## src/rtl/serial_word_tx_if.sv

```systemverilog
// -----------------------------------------------------------------------------
// serial_word_tx_if
//   Bundles the word-input handshake and the serial output of serial_word_tx.
//
//   in_data    producer -> tx   WIDTH-bit word, sampled only on an accept edge
//   in_valid   producer -> tx   a word is being offered
//   in_ready   tx -> producer   tx can take a word this cycle
//   ser_out    tx -> consumer   serial data bit (0 whenever ser_valid is low)
//   ser_valid  tx -> consumer   ser_out carries a frame bit this cycle
//   frame_done tx -> consumer   one-cycle pulse alongside the last bit of a frame
//   busy       tx -> consumer   tx is shifting a frame or sitting in the gap
//
//   Modports:
//     master - the side that offers words and observes the serial stream
//     slave  - the serializer itself
// -----------------------------------------------------------------------------
interface serial_word_tx_if #(
  parameter int WIDTH = 6
) ();

  logic [WIDTH-1:0] in_data;
  logic             in_valid;
  logic             in_ready;
  logic             ser_out;
  logic             ser_valid;
  logic             frame_done;
  logic             busy;

  modport master (
    output in_data,
    output in_valid,
    input  in_ready,
    input  ser_out,
    input  ser_valid,
    input  frame_done,
    input  busy
  );

  modport slave (
    input  in_data,
    input  in_valid,
    output in_ready,
    output ser_out,
    output ser_valid,
    output frame_done,
    output busy
  );

endinterface

```

## src/rtl/serial_word_tx.sv

```systemverilog
// -----------------------------------------------------------------------------
// serial_word_tx
//   Parallel-in / serial-out framer feeding the serial data input of a
//   downstream D flip-flop shift register that shares this clock. One WIDTH-bit
//   word is taken per valid/ready handshake and sent one bit per clock, with a
//   bit qualifier (ser_valid) and an end-of-frame strobe (frame_done). After
//   WIDTH shift edges the downstream register holds the word, with the bit sent
//   first sitting in its last stage.
//
// Parameters
//   WIDTH       bits per word, 2..32
//   GAP_CYCLES  idle cycles after each frame, 0..255 (0 skips the gap state)
//   MSB_FIRST   1: bit WIDTH-1 goes out first, 0: bit 0 goes out first
//
// Ports
//   clk      rising-edge clock
//   clear_n  asynchronous active-low reset; aborts any frame in flight
//   bus      serial_word_tx_if.slave: in_data/in_valid/in_ready handshake and
//            ser_out/ser_valid/frame_done/busy outputs
//
// Timing, for a word accepted at edge k:
//   cycles k+1 .. k+WIDTH                 one frame bit per cycle, ser_valid=1
//   cycle  k+WIDTH                        frame_done=1 with the last bit
//   cycles k+WIDTH+1 .. k+WIDTH+GAP       gap, busy=1, ser_valid=0
//   edge   k+WIDTH+GAP_CYCLES+1           earliest next accept
//
// Every output is a flop, so nothing on the input side reaches an output
// without passing through a clock edge.
// -----------------------------------------------------------------------------
module serial_word_tx #(
  parameter int WIDTH      = 6,
  parameter int GAP_CYCLES = 1,
  parameter bit MSB_FIRST  = 1'b1
) (
  input  logic            clk,
  input  logic            clear_n,
  serial_word_tx_if.slave bus
);

  // The bit counter must reach WIDTH, hence WIDTH+1 distinct values.
  localparam int               CNT_W    = $clog2(WIDTH + 1);
  localparam logic [CNT_W-1:0] CNT_ONE  = CNT_W'(1);
  localparam logic [CNT_W-1:0] CNT_LAST = CNT_W'(WIDTH);
  localparam logic [CNT_W-1:0] CNT_PEN  = CNT_W'(WIDTH - 1);
  localparam logic [7:0]       GAP_LEN  = 8'(GAP_CYCLES);

  typedef enum logic [1:0] {
    S_IDLE  = 2'd0,
    S_SHIFT = 2'd1,
    S_GAP   = 2'd2
  } state_t;

  // ---------------------------------------------------------------------------
  // State and registered outputs
  // ---------------------------------------------------------------------------
  state_t             state_q,      state_d;
  logic [WIDTH-1:0]   shift_q,      shift_d;
  logic [CNT_W-1:0]   bit_cnt_q,    bit_cnt_d;
  logic [7:0]         gap_cnt_q,    gap_cnt_d;
  logic               in_ready_q,   in_ready_d;
  logic               ser_out_q,    ser_out_d;
  logic               ser_valid_q,  ser_valid_d;
  logic               frame_done_q, frame_done_d;
  logic               busy_q,       busy_d;

  // ---------------------------------------------------------------------------
  // Send-end selection. in_head/in_shifted are used on the accept edge, where
  // the first bit is presented straight from in_data while the rest of the
  // word is loaded already shifted by one. buf_head/buf_shifted serve every
  // later bit. Vacated positions fill with 0.
  // ---------------------------------------------------------------------------
  logic             in_head;
  logic             buf_head;
  logic [WIDTH-1:0] in_shifted;
  logic [WIDTH-1:0] buf_shifted;

  generate
    if (MSB_FIRST) begin : g_msb_first
      assign in_head     = bus.in_data[WIDTH-1];
      assign in_shifted  = {bus.in_data[WIDTH-2:0], 1'b0};
      assign buf_head    = shift_q[WIDTH-1];
      assign buf_shifted = {shift_q[WIDTH-2:0], 1'b0};
    end else begin : g_lsb_first
      assign in_head     = bus.in_data[0];
      assign in_shifted  = {1'b0, bus.in_data[WIDTH-1:1]};
      assign buf_head    = shift_q[0];
      assign buf_shifted = {1'b0, shift_q[WIDTH-1:1]};
    end
  endgenerate

  // ---------------------------------------------------------------------------
  // Next-state logic. ser_out/ser_valid/frame_done default to 0 so that
  // ser_out is forced low in every cycle that carries no frame bit.
  // bit_cnt counts bits already placed on ser_out in the current frame.
  // ---------------------------------------------------------------------------
  always_comb begin
    state_d      = state_q;
    shift_d      = shift_q;
    bit_cnt_d    = bit_cnt_q;
    gap_cnt_d    = gap_cnt_q;
    in_ready_d   = in_ready_q;
    busy_d       = busy_q;
    ser_out_d    = 1'b0;
    ser_valid_d  = 1'b0;
    frame_done_d = 1'b0;

    case (state_q)
      S_IDLE: begin
        in_ready_d = 1'b1;
        busy_d     = 1'b0;
        bit_cnt_d  = '0;
        gap_cnt_d  = '0;
        if (bus.in_valid && in_ready_q) begin
          shift_d     = in_shifted;
          ser_out_d   = in_head;
          ser_valid_d = 1'b1;
          bit_cnt_d   = CNT_ONE;
          in_ready_d  = 1'b0;
          busy_d      = 1'b1;
          state_d     = S_SHIFT;
        end
      end

      S_SHIFT: begin
        if (bit_cnt_q == CNT_LAST) begin
          // The last bit is on ser_out this cycle; the frame ends here.
          bit_cnt_d = '0;
          if (GAP_CYCLES == 0) begin
            state_d    = S_IDLE;
            in_ready_d = 1'b1;
            busy_d     = 1'b0;
          end else begin
            state_d   = S_GAP;
            gap_cnt_d = 8'd1;
          end
        end else begin
          ser_out_d    = buf_head;
          ser_valid_d  = 1'b1;
          shift_d      = buf_shifted;
          bit_cnt_d    = bit_cnt_q + CNT_ONE;
          // The bit being registered now is the final one of the frame.
          frame_done_d = (bit_cnt_q == CNT_PEN);
        end
      end

      S_GAP: begin
        // gap_cnt holds the number of the gap cycle currently in progress.
        if (gap_cnt_q == GAP_LEN) begin
          state_d    = S_IDLE;
          gap_cnt_d  = '0;
          in_ready_d = 1'b1;
          busy_d     = 1'b0;
        end else begin
          gap_cnt_d = gap_cnt_q + 8'd1;
        end
      end

      default: begin
        state_d    = S_IDLE;
        in_ready_d = 1'b1;
        busy_d     = 1'b0;
        bit_cnt_d  = '0;
        gap_cnt_d  = '0;
      end
    endcase
  end

  // ---------------------------------------------------------------------------
  // Single register stage for state, datapath and every output.
  // ---------------------------------------------------------------------------
  always_ff @(posedge clk or negedge clear_n) begin
    if (!clear_n) begin
      state_q      <= S_IDLE;
      shift_q      <= '0;
      bit_cnt_q    <= '0;
      gap_cnt_q    <= '0;
      in_ready_q   <= 1'b1;
      ser_out_q    <= 1'b0;
      ser_valid_q  <= 1'b0;
      frame_done_q <= 1'b0;
      busy_q       <= 1'b0;
    end else begin
      state_q      <= state_d;
      shift_q      <= shift_d;
      bit_cnt_q    <= bit_cnt_d;
      gap_cnt_q    <= gap_cnt_d;
      in_ready_q   <= in_ready_d;
      ser_out_q    <= ser_out_d;
      ser_valid_q  <= ser_valid_d;
      frame_done_q <= frame_done_d;
      busy_q       <= busy_d;
    end
  end

  assign bus.in_ready   = in_ready_q;
  assign bus.ser_out    = ser_out_q;
  assign bus.ser_valid  = ser_valid_q;
  assign bus.frame_done = frame_done_q;
  assign bus.busy       = busy_q;

endmodule

```

## src/flat_wrapper.sv

```systemverilog
// flat-port wrapper written by rule: the top's interface ports become plain ports
module serial_word_tx_flat 
#(
  parameter int WIDTH      = 6,
  parameter int GAP_CYCLES = 1,
  parameter bit MSB_FIRST  = 1'b1
)
  (clk, clear_n, bus_in_data, bus_in_valid, bus_in_ready, bus_ser_out, bus_ser_valid, bus_frame_done, bus_busy);
  serial_word_tx_if #(.WIDTH(WIDTH)) bus_i ();
  input  logic clk;
  input  logic clear_n;
  input wire logic [$bits(bus_i.in_data)-1:0] bus_in_data;
  input wire logic [$bits(bus_i.in_valid)-1:0] bus_in_valid;
  output wire logic [$bits(bus_i.in_ready)-1:0] bus_in_ready;
  output wire logic [$bits(bus_i.ser_out)-1:0] bus_ser_out;
  output wire logic [$bits(bus_i.ser_valid)-1:0] bus_ser_valid;
  output wire logic [$bits(bus_i.frame_done)-1:0] bus_frame_done;
  output wire logic [$bits(bus_i.busy)-1:0] bus_busy;
  assign bus_i.in_data = bus_in_data;
  assign bus_i.in_valid = bus_in_valid;
  assign bus_in_ready = bus_i.in_ready;
  assign bus_ser_out = bus_i.ser_out;
  assign bus_ser_valid = bus_i.ser_valid;
  assign bus_frame_done = bus_i.frame_done;
  assign bus_busy = bus_i.busy;
  serial_word_tx #(.WIDTH(WIDTH), .GAP_CYCLES(GAP_CYCLES), .MSB_FIRST(MSB_FIRST)) u_core (.clk(clk), .clear_n(clear_n), .bus(bus_i));
endmodule
```

## config.mk

```make
export PLATFORM = sky130hd
export DESIGN_NAME = serial_word_tx_flat
export DESIGN_NICKNAME = d
export VERILOG_FILES = /design/src/rtl/serial_word_tx_if.sv /design/src/rtl/serial_word_tx.sv /design/src/flat_wrapper.sv
export SDC_FILE = /design/constraint.sdc
export NUM_CORES = 1
export LEC_CHECK = 0
export CAP_MARGIN = 0
export CORE_ASPECT_RATIO = 1.5
export CORE_MARGIN = 2
export CORE_UTILIZATION = 54
export DETAILED_ROUTE_END_ITERATION = 10
export PLACE_DENSITY_LB_ADDON = 0.08
export SLEW_MARGIN = 20
export SYNTH_ARGS = -nofsm -noshare
export SYNTH_HDL_FRONTEND = slang
export SYNTH_SLANG_ARGS = --single-unit
```

## constraint.sdc

```tcl
create_clock -name clk -period 2.6 [get_ports clk]
set_input_delay 0.52 -clock clk [delete_from_list [all_inputs] [get_ports clk]]
set_output_delay 0.52 -clock clk [all_outputs]
set_load 0.02 [all_outputs]
```

Yosys cells after proc, flatten, opt, wreduce, memory -nomap -nowiden
Cells that the tools add are included.
{ "op_classes": {"addsub": 2, "eq_ne": 9, "mux": 26, "bitwise_logic": 1, "reduce_logical": 6} }
{ "op_table": {"columns": ["operator", "n"], "rows": [
  ["$mux 8", 2],
  ["$pmux 8 s2", 1],
  ["$mux 6", 2],
  ["$pmux 6 s2", 1],
  ["$mux 1", 10],
  ["$pmux 3 s3", 1],
  ["$add 8x1->8 const B", 1],
  ["$eq 8x1->1 const B", 1],
  ["$eq 3x3->1 const B", 2],
  ["$mux 2", 3],
  ["$ne 2x1->1 const B", 3],
  ["$pmux 1 s3", 2],
  ["$pmux 2 s3", 1],
  ["$reduce_and 3->1", 2],
  ["$pmux 1 s2", 2],
  ["$add 3x1->3 const B", 1],
  ["$mux 3", 1],
  ["$eq 2x1->1 const B", 1],
  ["$eq 2x2->1 const B", 1],
  ["$logic_not 2->1", 1],
  ["$ne 2x2->1 const B", 1],
  ["$reduce_and 2->1", 1],
  ["$reduce_bool 2->1", 1],
  ["$logic_and 1x1->1", 1],
  ["$not 1->1", 1]
]} }
{ "totals": {"reg_bits": 24, "out_inout_bits": 5} }

Longest topological paths before layout
{ "depth": {"word_depth": 3, "depth_mapped": 6, "depth_no_buf": 6} }

Worst setup path after synthesis
OpenSTA, ideal clock, no wires.
{ "synth_path": {"path_type": "flip-flop to flip-flop", "startpoint": "register u_core.gap_cnt_q[1]", "endpoint": "register u_core.busy_q (netlist: u_core.bus.busy)", "setup_time_ns": 0.125, "arrival_ns": 1.850, "required_ns": 2.475, "path_slack_ns": 0.625, "stages_incl_launch_ff": 7, "path_buffers": 0, "synth_period_minus_slack_ns": 1.975, "cell_sequence": "dfrtp_1 inv_1 ha_1 or4b_4 o41a_4 nor2_8 mux2_4"} }
{ "synth_via": {"elab_chain_len": 3} }
{ "synth_rtl": {"columns": ["element", "line", "source"], "rows": [
  ["start: declaration", "serial_word_tx.sv:59", "logic [7:0] gap_cnt_q, gap_cnt_d;"],
  ["start signal: assignment", "serial_word_tx.sv:186", "gap_cnt_q <= gap_cnt_d;"],
  ["$eq 8x1->1", "serial_word_tx.sv:148", "if (gap_cnt_q == GAP_LEN) begin"],
  ["$ne 2x1->1 (no line)", null, null],
  ["$reduce_and 2->1 (no line)", null, null],
  ["end signal: assignment", "serial_word_tx.sv:191", "busy_q <= busy_d;"],
  ["end: declaration", "serial_word_tx.sv:64", "logic busy_q, busy_d;"]
]} }
Every way passes these cells.
A chain may end at the register's enable or synchronous reset.

Worst setup path after layout
Ends and elaborated chain as after synthesis.

==> flow_metrics.py <==
metrics = {
    "timing": {
        "finClkSkew_ns": 0.00804,
        "grt_setup_unrepaired": "false",
        "maxSlewHeadroom_pct": 55.1,
        "min_period_ns": 2.05,
        "worstMarginPinSlew_ns": 0.672,
        "setup_viol": 0,
        "clock.fmax_ghz": 0.487,
        "slew_violations": 0,
        "fin_setup_tns_ns": 0,
        "fin_crit_sh_pct": 79.0,
        "hold-worst-slack_ns": 0.517,
        "setup_ws_ns": 0.547,
        "hold_viol_final": 0,
    },
    "yosys": {
        "syn_inst": 113,
        "synth_enable_flop_cells": 0,
        "synth-xor-area-share_pct": 3.57,
        "synth-seq-cells": 23,
        "synth-main-ff-cell": "dfrtp_1",
        "synth_simple_gate_area_share_pct": 14.3,
        "muxShareOfSynthArea_pct": 9.38,
        "synth_compound_area_share_pct": 16.6,
        "yosys.area_share.adder_pct": 5.10,
        "avgSynthCellArea_um2": 10.9,
        "synth_warnings": 0,
        "synthesis.area_um2": 1230,
        "synth_top_family_by_area": "compound AO/OA/AOI/OAI gates",
        "syn-num-nets": 127,
        "ys_types": 38,
        "seq_area_frac_synth_pct": 47.0,
        "async_flop_share_pct": 100,
    },
    "finish": {
        "final_nets": 142,
        "syn2layout_area_growth_pct": 14.7,
        "post-route-util_pct": 64.5,
        "fillers": 191,
        "fin_area_um2": 1410,
        "n_antenna_cell": 0,
        "drive_gt1_share_pct": 16.5,
        "instances_no_fill": 150,
    },
    "drt": {
        "wl_per_cell_um": 16.1,
        "totalWireLength_um": 2410,
        "dr.pass1.iters": 4,
        "drt_iter0_drc": 28,
        "drcViolationCount": 0,
        "via_per_inst": 6.00,
        "vias": 900,
        "final_antenna_net_count": 0,
    },
    "worst_setup_path": {
        "cp_max_fo": 6,
        "r2r_start": "u_core.gap_cnt_q[1]",
        "critPathKind": "flop to flop",
        "cp-endpoint": "u_core.bus.busy",
        "critical_path_required_ns": 2.82,
        "crit_path_start": "u_core.gap_cnt_q[1]",
        "reg2reg_to": "u_core.bus.busy",
        "slowest_delay_ns": 0.47,
        "crit_chain": "inv_1, ha_1, or4b_4, o41a_4, nor2_8, mux2_4",
        "cp_data_arrival_time_ns": 2.28,
        "rrSetupSlack_ns": 0.55,
        "crit_path_end_kind": "flop",
        "ff2ff_path_depth": 6,
        "cp_slowest_cell": "or4b_4",
        "worstSetupStartpointType": "flop",
    },
    "worst_hold_path": {
        "min_path_type": "flop to flop",
    },
    "grt": {
        "grt_max_degree": 16,
        "grt_overflow_total": 0,
        "grt_pass1_wl_um": 4150,
        "met2_usage_pct": 35.6,
        "grt_pass1_vias": 940,
        "grt-busiest-layer": "met2",
        "grtUsageTotal_pct": 20.3,
        "antenna_found_initial": 0,
        "gr-usage-met1_pct": 23.9,
        "grt_use_met3_pct": 2.60,
    },
    "power_and_ir_drop": {
        "p_seq_share_pct": 38.4,
        "power_frac_comb_pct": 49.0,
        "p_sw_uw": 525,
        "intPower_uw": 835,
        "power.density_nw_per_um2": 966,
        "p_leak_nw": 0.600,
        "peakVddDrop_v": 0.000578,
        "switching_share_pct": 38.6,
        "total_power_mw": 1.36,
        "power_frac_clock_pct": 12.6,
    },
    "place": {
        "post_dp_cell_area_um2": 1380,
        "post-dp-hpwl_um": 1850,
        "placedCellCount": 146,
        "pre_cts_slack_ns": 0.471,
        "numPortBuffers": 13,
        "gp_congestion": 0.863,
    },
    "cts": {
        "clock_latency_ns": 0.32,
        "clock_path_buffers": 2,
        "ctsResizeCount": 0,
        "clkSlewWorstSetupHoldPaths_ns": 0.13,
        "post_cts_buffers": 0,
        "cts.sinks": 23,
        "cts-root-buf": "clkbuf_4",
        "cts_max_level": 1,
        "cts_tree": "built",
        "hold_buffers": 0,
        "cts_buffers": 3,
    },
    "floorplanning": {
        "fp.dieW_um": 42.9,
        "row_count": 21,
        "core-area_um2": 2180,
        "ioPinCount": 14,
        "dieArea_um2": 2680,
        "die_h_um": 62.4,
        "initial_utilization_pct": 56.3,
    },
    "run_status": {
        "status": "completed",
    },
    "run": {
        "drv_cap": 0,
    },
}
[cells in the final DEF, fill, tap and decap left out, drive strengths merged, types with 3 or more instances in the layout]
cell type      Yosys  layout
clkbuf             3       4
ha                 5       5
dfrtp             22      22
nand2             11      11
nor2               6       6
o21ai              3       3
nand3              5       5
xnor2              5       5
mux2               9       9
a21oi              8       8
clkdlybuf4s50      0      13
inv                8       8
[how the worst min path moves through the flow]
| stage | start | end | slack, ns | depth (start not counted) |
|---|---|---|---|---|
| 4_1_cts | u_core.bit_cnt_q[1] | u_core.bus.frame_done | 0.52 | 1 |
| 6_report | u_core.bit_cnt_q[1] | u_core.bus.frame_done | 0.52 | 1 |
| 3_5_place_dp | u_core.shift_q[3] | u_core.shift_q[3] | 0.50 | 1 |
| 5_1_grt | u_core.bit_cnt_q[1] | u_core.bus.frame_done | 0.54 | 1 |
| 2_1_floorplan | clear_n | u_core.bit_cnt_q[0] | 0.22 | 0 |
| 3_3_place_gp | u_core.bit_cnt_q[1] | u_core.bus.frame_done | 0.48 | 1 |
[state kept, by name, indices dropped and copies added, names as in the netlist]
name,cells
u_core.bit_cnt_q,3
u_core.bus.in_ready,1
u_core.bus.ser_out,1
u_core.bus.busy,1
u_core.bus.ser_valid,1
u_core.state_q,2
u_core.shift_q,5
u_core.gap_cnt_q,8
u_core.bus.frame_done,1
[final cells by class]
| class | instances | area, um^2 | area share, % |
|---|---|---|---|
| Inverter | 8 | 30.0 | 2.13 |
| Timing Repair Buffer | 15 | 145 | 10.3 |
| Tap cell | 23 | 28.8 | 2.04 |
| Clock buffer | 4 | 26.3 | 1.87 |
| Sequential cell | 23 | 577 | 41.0 |
| Multi-Input combinational cell | 77 | 601 | 42.7 |
[synth_stat cells (3+ instances only)]
library cell | instances | share of area (%)
dfrtp_1 | 22 | 45
nand2_1 | 11 | 3.4
inv_1 | 8 | 2.4
mux2_2 | 8 | 7.3
a21oi_1 | 7 | 2.9
ha_1 | 5 | 5.1
nand3_1 | 5 | 2.0
nor2_1 | 5 | 1.5
xnor2_1 | 5 | 3.6
clkbuf_1 | 3 | 0.92
o21ai_0 | 3 | 1.2
[kinds of logic after synthesis]
| group | count (synthesis) |
|---|---|
| xor gates and xnor gates | 5 |
| muxes | 10 |
| and+or+nand+nor | 32 |
| buffers and inverters | 13 |
| adders and majority gates | 5 |
| DFF | 23 |
| AOI/OAI and AO/OA | 25 |
[power by group through the flow]
stage	logic [mW]	clock network (mW)	registers (mW)
floorplan	0.479	0	0.542
global placement	0.656	0	0.525
detailed placement	0.669	0	0.531
CTS	0.673	0.171	0.522
global route	0.724	0.188	0.534
finish	0.666	0.171	0.523
[critical path, delay by kind of cell, from the launching register on]
family / cells / cell delay, ns
and+or+nand+nor: 2 / 0.58
adders and majority gates: 1 / 0.12
DFF: 1 / 0.46
AOI/OAI and AO/OA: 1 / 0.42
buffers and inverters: 1 / 0.08
muxes: 1 / 0.30
[layer usage]
layer | wire [um] | vias to the layer above
met5 | 0 | -
met4 | 55 | 0
met3 | 103 | 6
met2 | 1310 | 23
met1 | 945 | 439
li1 | - | 432
(Power assumes the default switching activity.)
